**config.mk**
```make
export PLATFORM = sky130hd
export DESIGN_NAME = hazard_detection_unit
export DESIGN_NICKNAME = d
export VERILOG_FILES = /design/src/rtl/hazard_detection_unit_pkg.sv /design/src/rtl/hazard_detection_unit_fwd.sv /design/src/rtl/hazard_detection_unit.sv
export SDC_FILE = /design/constraint.sdc
export NUM_CORES = 1
export LEC_CHECK = 0
export CAP_MARGIN = 20
export CORE_UTILIZATION = 50
export DETAILED_ROUTE_END_ITERATION = 10
export PLACE_DENSITY = 0.77
export SLEW_MARGIN = 10
export SYNTH_ARGS = -nofsm -noshare
export SYNTH_HDL_FRONTEND = slang
export SYNTH_SLANG_ARGS = --single-unit
```
**constraint.sdc**
```tcl
create_clock -name clk_i -period 1.9 [get_ports clk_i]
set_input_delay 0.19 -clock clk_i [delete_from_list [all_inputs] [get_ports clk_i]]
set_output_delay 0.19 -clock clk_i [all_outputs]
set_load 0.1 [all_outputs]
```
**src/rtl/hazard_detection_unit_pkg.sv**
```systemverilog
// Shared constants for the hazard/forwarding block: address width and operand-select encodings.
package hazard_detection_unit_pkg;

    localparam int DEF_REG_ADDR_LEN = 4;
    localparam int FWD_SEL_LEN      = 2;

    localparam logic [FWD_SEL_LEN-1:0] FWD_RF  = 2'b00;
    localparam logic [FWD_SEL_LEN-1:0] FWD_MEM = 2'b01;
    localparam logic [FWD_SEL_LEN-1:0] FWD_WB  = 2'b10;

endpackage

```
**src/rtl/hazard_detection_unit_fwd.sv**
```systemverilog
// Forwarding select for the two EXE operands; purely combinational, no backpressure.
// A load sitting in MEM has no result yet, so it never forwards and WB is consulted instead.
module forwarding_unit
    import hazard_detection_unit_pkg::*;
#(
    parameter int REG_ADDR_LEN = DEF_REG_ADDR_LEN,
    parameter bit FORWARD_EN   = 1'b1
) (
    input  logic                    exe_valid_i,
    input  logic [REG_ADDR_LEN-1:0] exe_src1_i,
    input  logic [REG_ADDR_LEN-1:0] exe_src2_i,
    input  logic                    exe_two_src_i,
    input  logic                    mem_valid_i,
    input  logic [REG_ADDR_LEN-1:0] mem_dest_i,
    input  logic                    mem_wb_en_i,
    input  logic                    mem_mem_r_en_i,
    input  logic                    wb_valid_i,
    input  logic [REG_ADDR_LEN-1:0] wb_dest_i,
    input  logic                    wb_wb_en_i,
    output logic [1:0]              fwd_sel_a_o,
    output logic [1:0]              fwd_sel_b_o
);

    logic mem_fwd_ok;
    logic mem_hit_a, mem_hit_b, wb_hit_a, wb_hit_b;
    logic use_a, use_b;

    assign mem_fwd_ok = mem_valid_i & mem_wb_en_i & ~mem_mem_r_en_i;
    assign mem_hit_a  = mem_fwd_ok & (mem_dest_i == exe_src1_i);
    assign mem_hit_b  = mem_fwd_ok & (mem_dest_i == exe_src2_i);
    assign wb_hit_a   = wb_valid_i & wb_wb_en_i & (wb_dest_i == exe_src1_i);
    assign wb_hit_b   = wb_valid_i & wb_wb_en_i & (wb_dest_i == exe_src2_i);
    assign use_a      = exe_valid_i;
    assign use_b      = exe_valid_i & exe_two_src_i;

    always_comb begin
        fwd_sel_a_o = FWD_RF;
        fwd_sel_b_o = FWD_RF;
        if (FORWARD_EN) begin
            if (use_a && mem_hit_a)     fwd_sel_a_o = FWD_MEM;
            else if (use_a && wb_hit_a) fwd_sel_a_o = FWD_WB;
            if (use_b && mem_hit_b)     fwd_sel_b_o = FWD_MEM;
            else if (use_b && wb_hit_b) fwd_sel_b_o = FWD_WB;
        end
    end

endmodule

```
**src/rtl/hazard_detection_unit.sv**
```systemverilog
// Scoreboard of EXE/MEM/WB destinations driving stall, flush and forwarding selects; outputs are
// combinational (zero latency) from the registered slots and ID inputs; mem_freeze holds every slot.
module hazard_detection_unit
    import hazard_detection_unit_pkg::*;
#(
    parameter bit FORWARD_EN   = 1'b1,
    parameter int REG_ADDR_LEN = DEF_REG_ADDR_LEN
) (
    input  logic                    clk_i,
    input  logic                    rst_ni,
    input  logic [REG_ADDR_LEN-1:0] id_src1_i,
    input  logic [REG_ADDR_LEN-1:0] id_src2_i,
    input  logic                    id_two_src_i,
    input  logic [REG_ADDR_LEN-1:0] id_dest_i,
    input  logic                    id_wb_en_i,
    input  logic                    id_mem_r_en_i,
    input  logic                    branch_taken_i,
    input  logic                    mem_freeze_i,
    output logic                    hazard_detected_o,
    output logic                    pc_freeze_o,
    output logic                    ifid_freeze_o,
    output logic                    ifid_flush_o,
    output logic [1:0]              fwd_sel_a_o,
    output logic [1:0]              fwd_sel_b_o,
    output logic [15:0]             stall_count_o
);

    logic                    exe_valid_q, exe_valid_d;
    logic [REG_ADDR_LEN-1:0] exe_dest_q, exe_dest_d;
    logic                    exe_wb_en_q, exe_wb_en_d;
    logic                    exe_mem_r_en_q, exe_mem_r_en_d;
    logic [REG_ADDR_LEN-1:0] exe_src1_q, exe_src1_d;
    logic [REG_ADDR_LEN-1:0] exe_src2_q, exe_src2_d;
    logic                    exe_two_src_q, exe_two_src_d;
    logic                    mem_valid_q, mem_valid_d;
    logic [REG_ADDR_LEN-1:0] mem_dest_q, mem_dest_d;
    logic                    mem_wb_en_q, mem_wb_en_d;
    logic                    mem_mem_r_en_q, mem_mem_r_en_d;
    logic                    wb_valid_q, wb_valid_d;
    logic [REG_ADDR_LEN-1:0] wb_dest_q, wb_dest_d;
    logic                    wb_wb_en_q, wb_wb_en_d;
    logic [15:0]             stall_count_q, stall_count_d;

    logic exe_hit, mem_hit, raw_hazard, bubble;

    // src2 only counts when the ID instruction actually reads it.
    assign exe_hit = exe_valid_q & exe_wb_en_q &
                     ((exe_dest_q == id_src1_i) | (id_two_src_i & (exe_dest_q == id_src2_i)));
    assign mem_hit = mem_valid_q & mem_wb_en_q &
                     ((mem_dest_q == id_src1_i) | (id_two_src_i & (mem_dest_q == id_src2_i)));

    assign raw_hazard = FORWARD_EN ? (exe_hit & exe_mem_r_en_q) : (exe_hit | mem_hit);

    // A taken branch makes the ID instruction wrong-path, so it must not stall.
    assign hazard_detected_o = raw_hazard & ~branch_taken_i;
    assign pc_freeze_o       = hazard_detected_o;
    assign ifid_freeze_o     = hazard_detected_o;
    assign ifid_flush_o      = branch_taken_i;
    assign stall_count_o     = stall_count_q;
    assign bubble            = hazard_detected_o | branch_taken_i;

    always_comb begin
        exe_valid_d    = exe_valid_q;
        exe_dest_d     = exe_dest_q;
        exe_wb_en_d    = exe_wb_en_q;
        exe_mem_r_en_d = exe_mem_r_en_q;
        exe_src1_d     = exe_src1_q;
        exe_src2_d     = exe_src2_q;
        exe_two_src_d  = exe_two_src_q;
        mem_valid_d    = mem_valid_q;
        mem_dest_d     = mem_dest_q;
        mem_wb_en_d    = mem_wb_en_q;
        mem_mem_r_en_d = mem_mem_r_en_q;
        wb_valid_d     = wb_valid_q;
        wb_dest_d      = wb_dest_q;
        wb_wb_en_d     = wb_wb_en_q;
        stall_count_d  = stall_count_q;
        if (!mem_freeze_i) begin
            wb_valid_d     = mem_valid_q;
            wb_dest_d      = mem_dest_q;
            wb_wb_en_d     = mem_wb_en_q;
            mem_valid_d    = exe_valid_q;
            mem_dest_d     = exe_dest_q;
            mem_wb_en_d    = exe_wb_en_q;
            mem_mem_r_en_d = exe_mem_r_en_q;
            exe_valid_d    = ~bubble;
            exe_dest_d     = bubble ? '0 : id_dest_i;
            exe_wb_en_d    = ~bubble & id_wb_en_i;
            exe_mem_r_en_d = ~bubble & id_mem_r_en_i;
            exe_src1_d     = bubble ? '0 : id_src1_i;
            exe_src2_d     = bubble ? '0 : id_src2_i;
            exe_two_src_d  = ~bubble & id_two_src_i;
            if (hazard_detected_o && stall_count_q != 16'hFFFF)
                stall_count_d = stall_count_q + 16'd1;
        end
    end

    always_ff @(posedge clk_i or negedge rst_ni) begin
        if (!rst_ni) begin
            exe_valid_q    <= 1'b0;
            exe_dest_q     <= '0;
            exe_wb_en_q    <= 1'b0;
            exe_mem_r_en_q <= 1'b0;
            exe_src1_q     <= '0;
            exe_src2_q     <= '0;
            exe_two_src_q  <= 1'b0;
            mem_valid_q    <= 1'b0;
            mem_dest_q     <= '0;
            mem_wb_en_q    <= 1'b0;
            mem_mem_r_en_q <= 1'b0;
            wb_valid_q     <= 1'b0;
            wb_dest_q      <= '0;
            wb_wb_en_q     <= 1'b0;
            stall_count_q  <= 16'd0;
        end else begin
            exe_valid_q    <= exe_valid_d;
            exe_dest_q     <= exe_dest_d;
            exe_wb_en_q    <= exe_wb_en_d;
            exe_mem_r_en_q <= exe_mem_r_en_d;
            exe_src1_q     <= exe_src1_d;
            exe_src2_q     <= exe_src2_d;
            exe_two_src_q  <= exe_two_src_d;
            mem_valid_q    <= mem_valid_d;
            mem_dest_q     <= mem_dest_d;
            mem_wb_en_q    <= mem_wb_en_d;
            mem_mem_r_en_q <= mem_mem_r_en_d;
            wb_valid_q     <= wb_valid_d;
            wb_dest_q      <= wb_dest_d;
            wb_wb_en_q     <= wb_wb_en_d;
            stall_count_q  <= stall_count_d;
        end
    end

    forwarding_unit #(
        .REG_ADDR_LEN (REG_ADDR_LEN),
        .FORWARD_EN   (FORWARD_EN)
    ) u_fwd (
        .exe_valid_i    (exe_valid_q),
        .exe_src1_i     (exe_src1_q),
        .exe_src2_i     (exe_src2_q),
        .exe_two_src_i  (exe_two_src_q),
        .mem_valid_i    (mem_valid_q),
        .mem_dest_i     (mem_dest_q),
        .mem_wb_en_i    (mem_wb_en_q),
        .mem_mem_r_en_i (mem_mem_r_en_q),
        .wb_valid_i     (wb_valid_q),
        .wb_dest_i      (wb_dest_q),
        .wb_wb_en_i     (wb_wb_en_q),
        .fwd_sel_a_o    (fwd_sel_a_o),
        .fwd_sel_b_o    (fwd_sel_b_o)
    );

endmodule

```
==> flow_summary.json <==
{
  "seqCellArea_sq_um": 1180,
  "post-route-drc-count": 0,
  "violations": "setup timing",
  "cp-end-kind": "primary output",
  "crit_type": "reg -> out",
  "placed_area_sq_um": 2810,
  "grt_max_degree": 46,
  "finalHoldWorstSlack_ns": 0.497,
  "cts_buffers": 5,
  "cts_sinks": 45,
  "arrival_ns": 1.72,
  "post-place-cells": 268,
  "hold_class": "in -> async",
  "viasPerCell": 5.73,
  "grt_pass1_wl_microns": 7760,
  "drt_first_pass_iters": 4,
  "cpMostUsedCell": "buf_12",
  "area_growth_pct": 37.5,
  "path_buf_inv": 2,
  "syn_avg_cell_area_sq_um": 12.4,
  "final_cell_area_sq_um": 3060,
  "async_flop_share_pct": 100,
  "antenna_cells": 0,
  "fin_skew_ns": 0.00683,
  "post-dp-hpwl_microns": 3440,
  "grt_use_total_pct": 23.4,
  "hold_viol_final": 0,
  "dieArea_sq_um": 4730,
  "first_iter_violations": 72,
  "final_common_cell": "buf_4",
  "setup_viol": 3,
  "clk_pin_slew_worst_paths_ns": 0.08,
  "vdd_drop_max_uv": 436,
  "ys_seq_area_share_pct": 50.5,
  "ys_ff_latch": 45,
  "die_w_microns": 68.8,
  "status": "complete, but fails checks",
  "synth.distinct_cells": 33,
  "critical_path_peak_fanout": 4,
  "finalWorstSetupSlack_ns": -0.00858,
  "gp_congestion": 0.789,
  "synthesis.area_sq_um": 2230,
  "slew_viol_final": 0,
  "place_worst_setup_slack_ns": -0.0785,
  "worstPathCellList": "xnor2_2 > nand4b_1 > o22ai_4 > buf_12 > buf_12",
  "nFillCells": 259,
  "cpPeakStageDelay_ns": 0.48,
  "insertion_delay_ns": 0.30,
  "core_sq_um": 4140,
  "syn_nets": 200,
  "critPathLaunch": "exe_dest_q[2]$_DFFE_PN0N_",
  "drive_above_1_share_pct": 49.2,
  "core.rowCount": 23,
  "cp_slowest_cell": "dfrtp_2",
  "num_io_pins": 43,
  "p_per_area_nw_per_um2": 673,
  "cts_root_buffer": "clkbuf_8",
  "r2r_start": "exe_dest_q[2]$_DFFE_PN0N_",
  "rsz0062_at_grt": "yes",
  "synth_top_area_share_pct": 50.5,
  "cts-htree-levels": 2,
  "start_util_pct": 53.8,
  "ant_nets": 0,
  "cts_tree": "yes",
  "fmax_mhz": 524,
  "synth_largest_area_cell": "dfrtp_1",
  "antenna_found_initial": 0,
  "die-height_microns": 68.8,
  "final_cells": 286,
  "vias": 1639,
  "multi_input_comb_area_sq_um": 1140,
  "final_cell_mix": "buf_4, xnor2_1, dfrtp_1, clkdlybuf4s50_1",
  "ys_warn_count": 0,
  "numPortBuffers": 42,
  "worstSetupStartpointType": "flip-flop",
  "cts_max_path_buffers": 2,
  "ys_top_cells_by_area": "dfrtp_1, xnor2_1, mux2_2",
  "drv_cap": 0,
  "p_leak_nw": 1.29,
  "cp_top_family": "flip-flops",
  "crit_required_ns": 1.71,
  "overflow": 0,
  "post-route-period-util_pct": 100,
  "grt_pass1_vias": 1611,
  "wl_per_cell_microns": 17.7,
  "tns_ns": -0.0253,
  "netlist_instances": 180,
  "worstMarginPinSlew_ns": 0.669,
  "min_period_ns": 1.91,
  "final_nets": 255,
  "wirelength_microns": 5070,
  "synth_top_flop_cell": "dfrtp_1",
  "slew_headroom_pct": 55.3,
  "synth_edf_count": 0
}
[power breakdown]
group | total (W) | switching [W] | internal [W] | leakage, nW
logic | 0.000354 | 0.000159 | 0.000195 | 0.682
clock network | 0.000601 | 0.000304 | 0.000297 | 0.0455
registers | 0.00111 | 0.0000840 | 0.00102 | 0.560
total | 0.00206 | 0.000547 | 0.00152 | 1.29
[metal layers]
metal  GRT usage (%)  wire (microns)  vias up  part of all wire, %
li1                -               -      759                    -
met4            6.63              79        0                  1.6
met2            40.0            2590       44                   51
met5               0               0        -                    0
met3            6.09             183       10                  3.6
met1            29.3            2220      826                   44
[area by class of cell]
cell class	count	share of cell area (%)
Timing Repair Buffer	58	19.3
Sequential cell	45	38.4
Tap cell	50	2.04
Clock buffer	8	2.94
Multi-Input combinational cell	125	37.3
[logic make-up (layout without fill, tap and decap cells)]
kind of cell,after synthesis,in the layout,synth area share [%]
flops,45,45,50.5
mux,15,15,7.75
buf+inv,10,66,2.86
simple gates,51,51,14.1
xor+xnor,38,38,14.9
compound gates,20,20,9.21
fa+ha+maj,1,1,0.561
[worst min-delay path: cells and delay by family]
family	cells	cell delay (ns)
buffers and inverters	3	1.06
[what timing repair did]
item / CTS / global route
hold buffers: 1 / 0
endpoints found under the hold margin: 45 / 0
pin swaps: 4 / 12
gates cloned: 0 / 0
buffers inserted: 2 / 7
endpoints found under the setup margin: 5 / 5
gates resized for setup: 5 / 14
[cell usage after synthesis (2+ instances only)]
cell	number
buf_6	2
nor2_1	5
nand4b_1	4
nand2b_1	2
dfrtp_1	45
mux2_2	14
nor3_1	3
a22o_1	6
clkbuf_1	5
nand3_1	7
a22o_2	9
nor4_1	2
nand4_1	12
xnor2_1	32
buf_4	3
xor2_1	6
nand2_1	4
and3_1	4
[per-stage QoR]
step	power [W]	utilization, %
2_1_floorplan	0.00130	-
3_3_place_gp	0.00140	67.7
3_5_place_dp	0.00142	67.7
4_1_cts	0.00202	71.1
5_1_grt	0.00215	73.9
6_report	0.00206	73.9
[state kept, by name, indices dropped and copies added, names as in the netlist, 4 cells and up]
register       count
mem_dest_q         4
stall_count_o     16
exe_dest_q         4
exe_src1_q         4
wb_dest_q          4
exe_src2_q         4
[worst paths after layout]
| kind | cells after the start | to | slack [ns] |
|---|---|---|---|
| max reg2reg | 6 | stall_count_o[1]$_DFFE_PN0P_ | 0.05 |
| min in group clk_i | 2 | exe_wb_en_q$_DFFE_PN0N_ | 0.50 |
| max in group asynchronous | 3 | stall_count_o[0]$_DFFE_PN0P_ | 0.95 |
| min reg2reg | 1 | stall_count_o[8]$_DFFE_PN0P_ | 0.50 |
| max | 5 | ifid_freeze_o | -0.009 |
| min | 3 | mem_dest_q[1]$_DFFE_PN0N_ | 0.50 |
Power figures use the tool's default switching activity.
==> variant (config.mk and constraints unchanged) <==
Put one more register stage on the output `stall_count_o`, cleared by the reset. The value now appears one clock later. The other outputs are not delayed to match.
--- a/src/rtl/hazard_detection_unit.sv
+++ b/src/rtl/hazard_detection_unit.sv
@@ -56,7 +56,13 @@
     assign pc_freeze_o       = hazard_detected_o;
     assign ifid_freeze_o     = hazard_detected_o;
     assign ifid_flush_o      = branch_taken_i;
-    assign stall_count_o     = stall_count_q;
+    always_ff @(posedge clk_i or negedge rst_ni) begin
+        if (!rst_ni) begin
+            stall_count_o <= '0;
+        end else begin
+            stall_count_o <= stall_count_q;
+        end
+    end
     assign bubble            = hazard_detected_o | branch_taken_i;
 
     always_comb begin
Formal check against the unedited RTL: not equivalent (a bounded check fails within 4 cycles, from zero or initial values and one cycle with rst_ni low).
==> variant against the unedited design <==
The flow finishes with violations (hold timing, setup timing). Combinational power hardly changed. Final cell count is 22% higher. Routed wire length is 1.3% lower. Synthesized area is 21% higher. Via count is 9.3% higher. Power is 48% higher. Cell area is 19% higher. Register-to-register slack worse by 0.04 ns. Sequential cell count is 16 higher. Worst setup slack worse by 0.15 ns. Synthesized cell count is 17% higher.
==> variant: results (changes against the unedited design) <==
fill count=352 (+36%); top cells by count, synth=61 x dfrtp_1, 29 x xnor2_1, 16 x nor2b_1, 14 x a22o_1, 14 x nand4_1; clock latency at the later pin of the worst-skew pair=0.34 ns (+0.04 ns); Detail Route met2 WL=2.33 mm (-10%); multi-input logic area=0.00117 mm^2 (+2.5%); final hold violation count=13 (+13); DR WL met3=191 um (+4.4%); met2 usage=29.7% (-10 points); vias in the first global route=1,743 (+8.2%); Final Setup Violations=3 (unchanged); DP Worst Slack=-0.0540 ns (+0.0246 ns); clk_skew=0.00807 ns (+0.00125 ns); worst path arrival time=1.87 ns (+0.15 ns); Nets=293 (+15%); final-layout clock buffer total=9 (+1); setup ws final=-0.163 ns (-0.155 ns); drt initial violations=77 (+6.9%); switching pwr=0.759 mW (+39%); top fanout value on the critical path=3 (-1); post-synthesis mux area share=5.97% (-1.8 points); clk cell area share=6.10% (+3.2 points); sequential cell area share=42.1% (+3.7 points); placed cells=323 (+21%); met1 Usage GRT=30.0% (+0.69 points); largest net degree at the start of global routing=62 (+35%); register area share after synthesis=56.4% (+5.9 points); Synth Area in Adders=0.463% (-0.099 points); Slowest Stage Delay on Critical Path=0.41 ns (-0.07 ns); Setup TNS Final=-0.488 ns (-0.463 ns); Synth Area in Compound Gates=6.38% (-2.8 points); status=complete, but fails checks; delay-heaviest family, CP=simple AND/OR/NAND/NOR gates; Post-DP Area=0.00330 mm^2 (+18%); Critical-path top delay cell=dfrtp_1; Die ar.=0.00571 mm^2 (+21%); Fin Hold WS=-0.00673 ns (-0.504 ns); wire length per cell=14.4 um (-19%); violations in the final reports=hold timing, setup timing; # H-tree levels=3 (+1); Buffers excl. clock=62 (+6.9%); Max-slew headroom=50.9% (-4.4 points); fraction of area in multi-input gates=32.3% (-5.1 points); first-pass GRT wire length=8.55 mm (+10%); Routed WL=5.00 mm (-1.3%); GR met3 Demand/Resource=5.82% (-0.27 points); worst vdd rail ir drop=0.000517 V (+19%); XOR/XNOR Fraction of Synth Area=12.6% (-2.3 points); Final GP Congestion=0.767 (-2.7%)
==> variant: cell count changes in the layout (fill, tap and decap cells not counted), sizes merged, moves of 2 or more <==
cell,change
nand2,+3
nor4,+2
dfrtp,+16
xor2,+4
nand4b,-3
xnor2,-3
buf,+5
clkinvlp,+2
nand2b,-2
nor3,-2
nor2b,+16
inv,+2
bufinv,+2
==> variant: final timing paths <==
check	to	start	slack, ns
hold / removal	stall_count_q[12]$_DFFE_PN0P_	rst_ni	-0.007
max in group asynchronous	mem_dest_q[3]$_DFFE_PN0N_	rst_ni	1.37
setup reg to reg	stall_count_q[13]$_DFFE_PN0P_	exe_dest_q[3]$_DFFE_PN0N_	0.01
min in group clk_i	stall_count_o[15]$_DFF_PN0_	stall_count_q[15]$_DFFE_PN0P_	0.43
setup / recovery	pc_freeze_o	exe_dest_q[3]$_DFFE_PN0N_	-0.16
hold reg to reg	stall_count_o[15]$_DFF_PN0_	stall_count_q[15]$_DFFE_PN0P_	0.43
==> variant: logic make-up (layout without fill, tap and decap cells) <==
| logic type | Yosys count | after routing |
|---|---|---|
| simple gates | 67 | 67 |
| flops | 61 | 61 |
| xor+xnor | 39 | 39 |
| compound gates | 18 | 18 |
| mux | 14 | 14 |
| buf+inv | 10 | 78 |
| fa+ha+maj | 1 | 1 |
==> variant: power by group through the flow <==
stage | Sequential (mW) | Clock [mW] | Combinational (mW)
floorplan | 1.45 | 0 | 0.202
global placement | 1.45 | 0 | 0.313
detailed placement | 1.46 | 0 | 0.320
CTS | 1.43 | 1.30 | 0.345
global route | 1.44 | 1.36 | 0.390
finish | 1.43 | 1.27 | 0.355
==> variant: what timing repair did <==
action,CTS,global route
hold endpoints to repair,0,0
pin swaps,5,16
setup endpoints to repair,5,16
resized for setup,4,6
setup buffers,5,4
